<file path="src/rtl/ab_log_pkg.sv">
// Shared types for the A/B enforcement event logger: recovery-ref width, FSM states, event record.
package ab_log_pkg;
  localparam int REF_W = 3;
  localparam logic [REF_W-1:0] REF_NONE = '0;

  typedef enum logic {RUN, HOLD} log_state_e;

  typedef struct packed {
    logic [7:0]       stamp;
    logic [REF_W-1:0] ref_b;
    logic [REF_W-1:0] ref_a;
    logic             edit_b;
    logic             edit_a;
  } ab_evt_t;
endpackage

</file>
<file path="src/rtl/ab_log_fifo.sv">
// Show-ahead FIFO; push and pop in the same cycle are legal at both full and empty.
module ab_log_fifo #(
  parameter int W     = 8,
  parameter int DEPTH = 8,
  parameter int LW    = $clog2(DEPTH) + 1
) (
  input  logic          clk,
  input  logic          rst_n,
  input  logic          push,
  input  logic [W-1:0]  din,
  input  logic          pop,
  output logic [W-1:0]  dout,
  output logic          full,
  output logic          empty,
  output logic [LW-1:0] level
);
  localparam int AW = $clog2(DEPTH);

  logic [DEPTH-1:0][W-1:0] mem;
  logic [AW-1:0]           wr_ptr, rd_ptr;
  logic                    pop_ok, push_ok;

  assign empty   = (level == '0);
  assign full    = (level == LW'(DEPTH));
  assign pop_ok  = pop & ~empty;
  // A pop frees the slot the push needs when full
  assign push_ok = push & (~full | pop_ok);
  assign dout    = mem[rd_ptr];

  always_ff @(posedge clk or negedge rst_n) begin
    if (!rst_n) begin
      mem    <= '0;
      wr_ptr <= '0;
      rd_ptr <= '0;
      level  <= '0;
    end else begin
      if (push_ok) begin
        mem[wr_ptr] <= din;
        wr_ptr      <= wr_ptr + AW'(1);
      end
      if (pop_ok) rd_ptr <= rd_ptr + AW'(1);
      level <= level + LW'(push_ok) - LW'(pop_ok);
    end
  end
endmodule

</file>
<file path="src/rtl/ab_enforcement_event_logger.sv">
// Registers final A/B ctp outputs, logs recovery/edit events into a FIFO, counts recoveries.
// Optional ABLOG_STAMP_EN: builds the 8-bit cycle stamp and stores it in each record.
module ab_enforcement_event_logger
  import ab_log_pkg::*;
#(
  parameter int FIFO_DEPTH = 8,
  parameter int CNT_W      = 16,
  parameter int REF_W      = ab_log_pkg::REF_W,
  parameter int LW         = $clog2(FIFO_DEPTH) + 1
) (
  input  logic             clk,
  input  logic             rst_n,
  input  logic             A_ctp_in,
  input  logic             B_ctp_in,
  input  logic             A_ctp_out,
  input  logic             B_ctp_out,
  input  logic [REF_W-1:0] policy_a_recovery_ref,
  input  logic [REF_W-1:0] policy_b_recovery_ref,
  output logic             A_ctp_q,
  output logic             B_ctp_q,
  output logic             evt_valid,
  input  logic             evt_ready,
  output logic [15:0]      evt_data,
  output logic [LW-1:0]    fifo_level,
  output logic [CNT_W-1:0] rec_count_a,
  output logic [CNT_W-1:0] rec_count_b,
  output logic             overflow,
  input  logic             clr
);
`ifdef ABLOG_STAMP_EN
  localparam int FW = 16;
  logic [7:0] stamp_q;
  always_ff @(posedge clk or negedge rst_n) begin
    if (!rst_n) stamp_q <= '0;
    else        stamp_q <= stamp_q + 8'd1;
  end
`else
  localparam int FW = 8;
  logic [7:0] stamp_q;
  assign stamp_q = 8'h00;
`endif

  ab_evt_t    evt;
  log_state_e state, state_nx;
  logic       ev, pop, push_req, drop, full, empty;
  logic [FW-1:0] fifo_dout;
  logic [1:0][REF_W-1:0] refs;
  logic [1:0][CNT_W-1:0] rec_cnt;

  assign refs       = {policy_b_recovery_ref, policy_a_recovery_ref};
  assign evt.stamp  = stamp_q;
  assign evt.ref_b  = policy_b_recovery_ref;
  assign evt.ref_a  = policy_a_recovery_ref;
  assign evt.edit_b = B_ctp_in ^ B_ctp_out;
  assign evt.edit_a = A_ctp_in ^ A_ctp_out;

  assign ev       = evt.edit_a | evt.edit_b | (evt.ref_a != REF_NONE) | (evt.ref_b != REF_NONE);
  assign evt_valid = ~empty;
  assign pop      = evt_valid & evt_ready;
  assign push_req = ev & (state == RUN);
  assign drop     = push_req & full & ~pop;

  ab_log_fifo #(.W(FW), .DEPTH(FIFO_DEPTH), .LW(LW)) u_fifo (
    .clk   (clk),
    .rst_n (rst_n),
    .push  (push_req & ~drop),
    .din   (evt[FW-1:0]),
    .pop   (pop),
    .dout  (fifo_dout),
    .full  (full),
    .empty (empty),
    .level (fifo_level)
  );

`ifdef ABLOG_STAMP_EN
  assign evt_data = fifo_dout;
`else
  assign evt_data = {8'h00, fifo_dout};
`endif

  always_ff @(posedge clk or negedge rst_n) begin
    if (!rst_n) state <= RUN;
    else        state <= state_nx;
  end

  always_comb begin
    state_nx = state;
    case (state)
      RUN:     if (drop) state_nx = HOLD;
      HOLD:    state_nx = HOLD;
      default: state_nx = RUN;
    endcase
    if (clr) state_nx = RUN;
  end

  always_ff @(posedge clk or negedge rst_n) begin
    if (!rst_n) begin
      overflow <= 1'b0;
      A_ctp_q  <= 1'b0;
      B_ctp_q  <= 1'b0;
    end else begin
      A_ctp_q <= A_ctp_out;
      B_ctp_q <= B_ctp_out;
      if (clr)       overflow <= 1'b0;
      else if (drop) overflow <= 1'b1;
    end
  end

  // One saturating recovery counter per policy
  for (genvar g = 0; g < 2; g++) begin : g_cnt
    always_ff @(posedge clk or negedge rst_n) begin
      if (!rst_n)                                  rec_cnt[g] <= '0;
      else if (clr)                                rec_cnt[g] <= '0;
      else if (refs[g] != REF_NONE && ~&rec_cnt[g]) rec_cnt[g] <= rec_cnt[g] + CNT_W'(1);
    end
  end

  assign rec_count_a = rec_cnt[0];
  assign rec_count_b = rec_cnt[1];
endmodule
</file>
<file path="config.mk">
export PLATFORM = sky130hd
export DESIGN_NAME = ab_enforcement_event_logger
export DESIGN_NICKNAME = d
export VERILOG_FILES = /design/src/rtl/ab_log_pkg.sv /design/src/rtl/ab_log_fifo.sv /design/src/rtl/ab_enforcement_event_logger.sv
export SDC_FILE = /design/constraint.sdc
export NUM_CORES = 1
export LEC_CHECK = 0
export ABC_AREA = 1
export ABC_CLOCK_PERIOD_IN_PS = 2100
export CAP_MARGIN = 20
export CORE_MARGIN = 4
export CORE_UTILIZATION = 45
export CTS_BUF_LIST = sky130_fd_sc_hd__clkbuf_8 sky130_fd_sc_hd__clkbuf_16
export DETAILED_ROUTE_END_ITERATION = 16
export PLACE_DENSITY = 0.76
export SKIP_LAST_GASP = 1
export SYNTH_ARGS = -nofsm -noshare
export SYNTH_HDL_FRONTEND = slang
export SYNTH_SLANG_ARGS = --single-unit
</file>
<file path="constraint.sdc">
create_clock -name clk -period 2.1 [get_ports clk]
set_input_delay 0.42 -clock clk [delete_from_list [all_inputs] [get_ports clk]]
set_output_delay 0.42 -clock clk [all_outputs]
set_load 0.1 [all_outputs]
</file>
==> results of run 1 <==
## timing repair
item,in CTS,in global routing
hold buffers,0,0
resized for setup,1,8
cloned,0,0
setup endpoints to repair,8,8
pin swaps,2,2
## how the worst min path moves through the flow
| stage | startpoint | endpoint | slack [ns] | cells after the start |
|---|---|---|---|---|
| floorplan | rst_n | A_ctp_q | 0.12 | 0 |
| global placement | rst_n | u_fifo.mem[15] | 0.39 | 1 |
| detailed placement | rst_n | u_fifo.mem[15] | 0.39 | 1 |
| CTS | rst_n | u_fifo.mem[15] | 0.01 | 1 |
| global route | rst_n | u_fifo.mem[15] | 0.02 | 1 |
| finish | rst_n | u_fifo.mem[15] | 0.006 | 1 |
## cell usage in the layout, fill, tap and decap left out, types with 9 or more instances in the layout
cell,instances
mux2i_1,11
o21ai_1,17
inv_1,43
o21ai_0,25
o22ai_1,15
xor2_1,13
nand3_1,15
buf_4,88
nand2_1,313
buf_12,14
nor2_1,66
clkbuf_16,9
dfrtp_1,101
clkdlybuf4s50_1,12
nand4_1,25
nand2_2,14
## area by class of cell
type | instances | area, um2 | share of cell area, %
Clock buffer | 12 | 267 | 3.52
Clock inverter | 4 | 21.3 | 0.281
Inverter | 52 | 200 | 2.64
Multi-Input combinational cell | 584 | 3030 | 39.9
Sequential cell | 110 | 2770 | 36.6
Tap cell | 176 | 220 | 2.90
Timing Repair Buffer | 115 | 1070 | 14.1
## report_power, final
part	internal, W	switching, W	leakage [nW]
Clock	0.000895	0.000750	0.146
Combinational	0.00229	0.00386	2.24
Sequential	0.00285	0.000483	1.41
Total	0.00603	0.00510	3.80
## sequential cells by signal (all words and copies together), names as in the netlist
signal	flops
A_ctp_q	1
B_ctp_q	1
overflow	1
rec_count_a	16
rec_count_b	16
state	1
u_fifo.level	4
u_fifo.mem	64
u_fifo.rd_ptr	3
u_fifo.wr_ptr	3
## kinds of logic (layout without fill, tap and decap cells)
logic type / after synthesis / in the layout / synth area share, %
flops: 110 / 110 / 45.3
other cells: 1 / 8 / 0.0617
fa+ha+maj: 11 / 11 / 2.39
compound gates: 67 / 67 / 6.10
mux: 16 / 16 / 2.64
xor+xnor: 16 / 16 / 2.31
buf+inv: 89 / 183 / 7.74
simple gates: 466 / 466 / 33.5
## cells in the mapped netlist
master,number
nor2_2,6
inv_2,3
nor2_4,6
buf_2,7
conb_1,1
inv_1,47
buf_1,1
o21ai_1,17
clkbuf_1,7
dfrtp_1,110
xor2_1,13
nand3_1,15
buf_6,12
o22ai_1,16
xnor2_1,3
clkinv_1,2
ha_1,10
nand2_1,322
nand3_2,3
or2_2,2
buf_4,10
nor3b_2,1
nand2_4,2
mux2i_1,16
fa_1,1
o21bai_1,6
nand2_2,7
nor3b_1,2
nor2_1,67
a21oi_1,3
o21ai_0,25
nand4_1,25
nand4_2,8
## layer usage
layer	GRT usage (%)	wire length (um)
met2	33.9	6970
met1	26.8	6580
met5	0	0
met4	4.59	231
met3	3.50	722
## metrics by stage
stage	util (%)	hold WS (ns)	setup TNS (ns)	total power [W]	area, um2
after global routing	57.2	0.0239	-0.353	0.0119	7580
after floorplan	-	0.124	-0.236	0.00750	6240
after detailed placement	54.8	0.387	-1.03	0.00942	7250
after global placement	54.8	0.389	-0.199	0.00926	7250
final	57.2	0.00634	-0.0120	0.0111	7580
after CTS	57.0	0.0142	0	0.0111	7540
==> impl_metrics.yaml, run 1 <==
global_routing:
  antenna_found_initial: 0
  grt_pass1_vias: 5147
  grt_max_degree: 55
  overflow: 0
  grt_pass1_wl_um: 24400
  track_usage_pct: 20.0
setup_path:
  path_buf_inv: 2
  r2r-start: "u_fifo.level[3]"
  path_delay_family: "flip-flops"
  cp-start-kind: "flip-flop"
  cp-end-kind: "output port"
  cp-startpoint: "u_fifo.rd_ptr[0]"
  slowest_delay_ns: 0.43
  crit_top_cell: "buf_12"
  worst-path-stages: 6
  crit_fanout: 17
  path_cells: "buf_12 > o21ai_0 > o22ai_1 > nand2_1 > nand2_2 > buf_12"
  reg2reg_setup_slack_ns: 0.08
  crit_slowest_cell: "dfrtp_2"
  r2r_cells: 10
  crit_type: "reg2out"
  worstReg2RegEnd: "u_fifo.level[1]"
  cp-endpoint: "evt_data[2]"
  required_ns: 1.68
  arrival_ns: 1.69
detailed_routing:
  vias: 5275
  drcViolationCount: 0
  dr.pass1.iters: 5
  drtAntennaViolNets: 0
  drt-wirelength-per-cell_um: 13.8
  avgViaCountPerCell: 5.01
  drtIter0Drc: 345
  drt_wl_total_um: 14500
floorplanning:
  rows: 42
  initial_core_util_pct: 45.9
  die_h_um: 124
  core_area_um2: 13200
  die_x_um: 124
  num_io_pins: 70
  dieArea_um2: 15400
clock_tree:
  cts_buffers: 9
  htreeDepth: 3
  post_cts_buffers: 0
  clock_latency_ns: 0.34
  clockBufferDepth: 2
  clk_pin_slew_ns: 0.07
  clockRootBuffer: "clkbuf_16"
  clkSinkCount: 110
  cts_tree: "yes"
sta:
  period_share_pct: 101
  hold_violations: 0
  post-route-min-period_ns: 2.11
  worst_slack_ns: -0.0120
  fmax_mhz: 473
  slew_violations: 0
  clock_skew_ns: 0.00514
  rsz0062_at_grt: "true"
  setup_viol_count_final: 1
synthesis:
  yosysSeqAreaShare_pct: 45.3
  synth_top_area_cell: "dfrtp_1"
  synthesis.area_um2: 6080
  yosysTopAreaCellShare_pct: 45.3
  ys_warn_count: 0
  syn_area_per_cell_um2: 7.83
  synth.distinct_cells: 33
  ys_ff_latch: 110
  syn_inst: 776
  synthTopCellsByArea: "dfrtp_1 (45%), nand2_1 (20%), nor2_1 (4.1%), inv_1 (2.9%), mux2i_1 (2.6%)"
layout:
  final_cells: 1053
  diodes: 0
  nFillCells: 1217
  nNetsFinal: 897
  area_growth_pct: 24.8
  drive_above_1_share_pct: 21.7
power:
  irDropWorstVdd_v: 0.000594
  leakagePower_nw: 3.80
  powerDensity_nw_per_um2: 1470
worst_hold_path:
  hold_path.class: "in2async"
placed_design:
  hpwl_um: 10600
  place_inst: 1037
  gp_congestion: 0.859
  place_ws_ns: -0.203
  port_buffers: 61
outcome:
  violations: "negative setup slack"
  status: "finished with violations"
flow_run:
  maxCapViolations: 0
Power figures use the tool's default switching activity.
==> inputs of run 2 (changes only) <==
--- a/config.mk
+++ b/config.mk
@@ -8,11 +8,12 @@
 export ABC_AREA = 1
 export ABC_CLOCK_PERIOD_IN_PS = 2100
 export CAP_MARGIN = 20
+export CORE_ASPECT_RATIO = 1.4
 export CORE_MARGIN = 4
-export CORE_UTILIZATION = 45
+export CORE_UTILIZATION = 40
 export CTS_BUF_LIST = sky130_fd_sc_hd__clkbuf_8 sky130_fd_sc_hd__clkbuf_16
 export DETAILED_ROUTE_END_ITERATION = 16
-export PLACE_DENSITY = 0.76
+export PLACE_DENSITY = 0.7
 export SKIP_LAST_GASP = 1
 export SYNTH_ARGS = -nofsm -noshare
 export SYNTH_HDL_FRONTEND = slang
==> impl_metrics.yaml, run 2 (synthesis results as in run 1) <==
outcome:
  status: "finished with violations"
  violations: "negative setup slack"
global_routing:
  grt_pass1_wl_um: 25500
  grt_max_degree: 54
  antenna_found_initial: 0
  overflow: 0
  grt_pass1_vias: 5232
  track_usage_pct: 18.3
clock_tree:
  cts_tree: "yes"
  clk_pin_slew_ns: 0.07
  clkSinkCount: 110
  post_cts_buffers: 0
  clock_latency_ns: 0.35
  clockBufferDepth: 2
  htreeDepth: 3
  clockRootBuffer: "clkbuf_16"
  cts_buffers: 9
detailed_routing:
  vias: 5300
  drtAntennaViolNets: 0
  drtIter0Drc: 288
  drt-wirelength-per-cell_um: 14.4
  drt_wl_total_um: 15400
  drcViolationCount: 0
  avgViaCountPerCell: 4.97
  dr.pass1.iters: 5
sta:
  slew_violations: 0
  worst_slack_ns: -0.000414
  hold_violations: 0
  tightest_slew_ns: 0.628
  fmax_mhz: 476
  maxSlewHeadroom_pct: 57.7
  rsz0062_at_grt: "true"
  timing.hold.ws_ns: 0.426
  setup_viol_count_final: 1
  post-route-min-period_ns: 2.10
  clock_skew_ns: 0.00574
  period_share_pct: 100
power:
  irDropWorstVdd_v: 0.00129
  internal_power_w: 0.00617
  leakagePower_nw: 3.79
  swShare_pct: 45.8
  seqPwrFrac_pct: 29.4
  powerDensity_nw_per_um2: 1490
  p_sw_w: 0.00521
  p_comb_share_pct: 53.8
  clkPwrFrac_pct: 16.8
layout:
  nNetsFinal: 894
  fin_util_pct: 50.9
  drive_above_1_share_pct: 21.4
  final_common_cell: "nand2_1"
  largest_register_ffs: 64
  final_cell_mix: "nand2_1 (313), dfrtp_1 (101), buf_4 (83)"
  area_growth_pct: 25.5
  largest_register: "u_fifo.mem"
  final_area_um2: 7630
  diodes: 0
  final_cells: 1066
floorplanning:
  dieArea_um2: 17300
  die_x_um: 112
  core_area_um2: 15000
  rows: 53
  num_io_pins: 70
  die_h_um: 154
  initial_core_util_pct: 40.5
placed_design:
  place_area_um2: 7240
  place_inst: 1049
  port_buffers: 61
  hpwl_um: 11300
  gp_congestion: 0.828
setup_path:
  reg2reg_setup_slack_ns: 0.09
  arrival_ns: 1.68
  cp-start-kind: "flip-flop"
  r2r-start: "u_fifo.level[3]"
  r2r_cells: 10
  worstReg2RegEnd: "u_fifo.level[1]"
  cp-end-kind: "output port"
  required_ns: 1.68
  crit_fanout: 17
  crit_type: "reg2out"
flow_run:
  maxCapViolations: 0
worst_hold_path:
  hold_path.class: "in2async"
[run 2: cell types whose count changed in the layout (fill, tap and decap cells not counted)]
cell	change
inv_1	-1
clkinv_4	+1
bufinv_16	+2
o22ai_2	-1
o22ai_1	+1
mux2i_1	-1
inv_8	+2
clkinv_2	-2
clkbuf_8	-3
mux2i_2	+1
buf_4	-5
clkinvlp_4	+1
buf_6	+1
dlygate4sd3_1	+1
[run 2: through the flow]
| stage | total power [W] | setup slack (ns) | TNS, ns |
|---|---|---|---|
| after floorplan | 0.00750 | -0.159 | -0.236 |
| after global routing | 0.0120 | -0.0640 | -0.292 |
| after global placement | 0.00932 | -0.132 | -0.198 |
| final | 0.0114 | -0.000414 | -0.000414 |
| after CTS | 0.0115 | -0.0184 | -0.0686 |
| after detailed placement | 0.00942 | -0.152 | -0.275 |
[run 2: repair_timing]
| item | in CTS | in global routing |
|---|---|---|
| setup endpoints to repair | 8 | 8 |
| resized for setup | 8 | 2 |
| hold buffers | 1 | 0 |
| pin swaps | 3 | 0 |
| hold endpoints to repair | 6 | 0 |
[run 2: final cells by class]
cell class | instances | area [um2]
Sequential cell | 110 | 2770
Inverter | 52 | 200
Timing Repair Buffer | 112 | 1060
Clock buffer | 9 | 225
Multi-Input combinational cell | 584 | 3020
Tap cell | 192 | 240
Fill cell | 1469 | 7360
Clock inverter | 7 | 106
[run 2: power by group through the flow]
stage                     clock, W  combinational [W]  sequential [W]
final                      0.00191            0.00612         0.00335
after global routing       0.00204            0.00658         0.00342
after CTS                  0.00197            0.00617         0.00334
after detailed placement         0            0.00608         0.00334
after global placement           0            0.00601         0.00332
after floorplan                  0            0.00388         0.00362
[run 2: how the worst max path moves through the flow]
stage | to | start | slack (ns)
6_report | evt_data[5] | u_fifo.rd_ptr[0] | -0.0004
5_1_grt | evt_data[1] | u_fifo.rd_ptr[0] | -0.06
4_1_cts | evt_data[4] | u_fifo.rd_ptr[0] | -0.02
3_5_place_dp | u_fifo.level[1] | B_ctp_out | -0.15
3_3_place_gp | u_fifo.level[1] | evt_ready | -0.13
2_1_floorplan | u_fifo.level[1] | u_fifo.level[3] | -0.16
[run 2: layer usage]
layer  routed length, um  GRT usage, %  up-vias  part of all wire, %
met3                 685          2.68       27                  4.5
met4                 318          6.01        0                  2.1
met1                6100          21.7     2503                   40
li1                    -             -     2638                    -
met2                8290          33.5      132                   54
met5                   0             0        -                    0
[run 2: critical path: stages, from the launching register on]
cell     delay (ns)
dfrtp_2        0.43
buf_12         0.18
mux2i_4        0.28
o22ai_1        0.10
nand2_1        0.08
nand2_2        0.08
buf_12         0.17
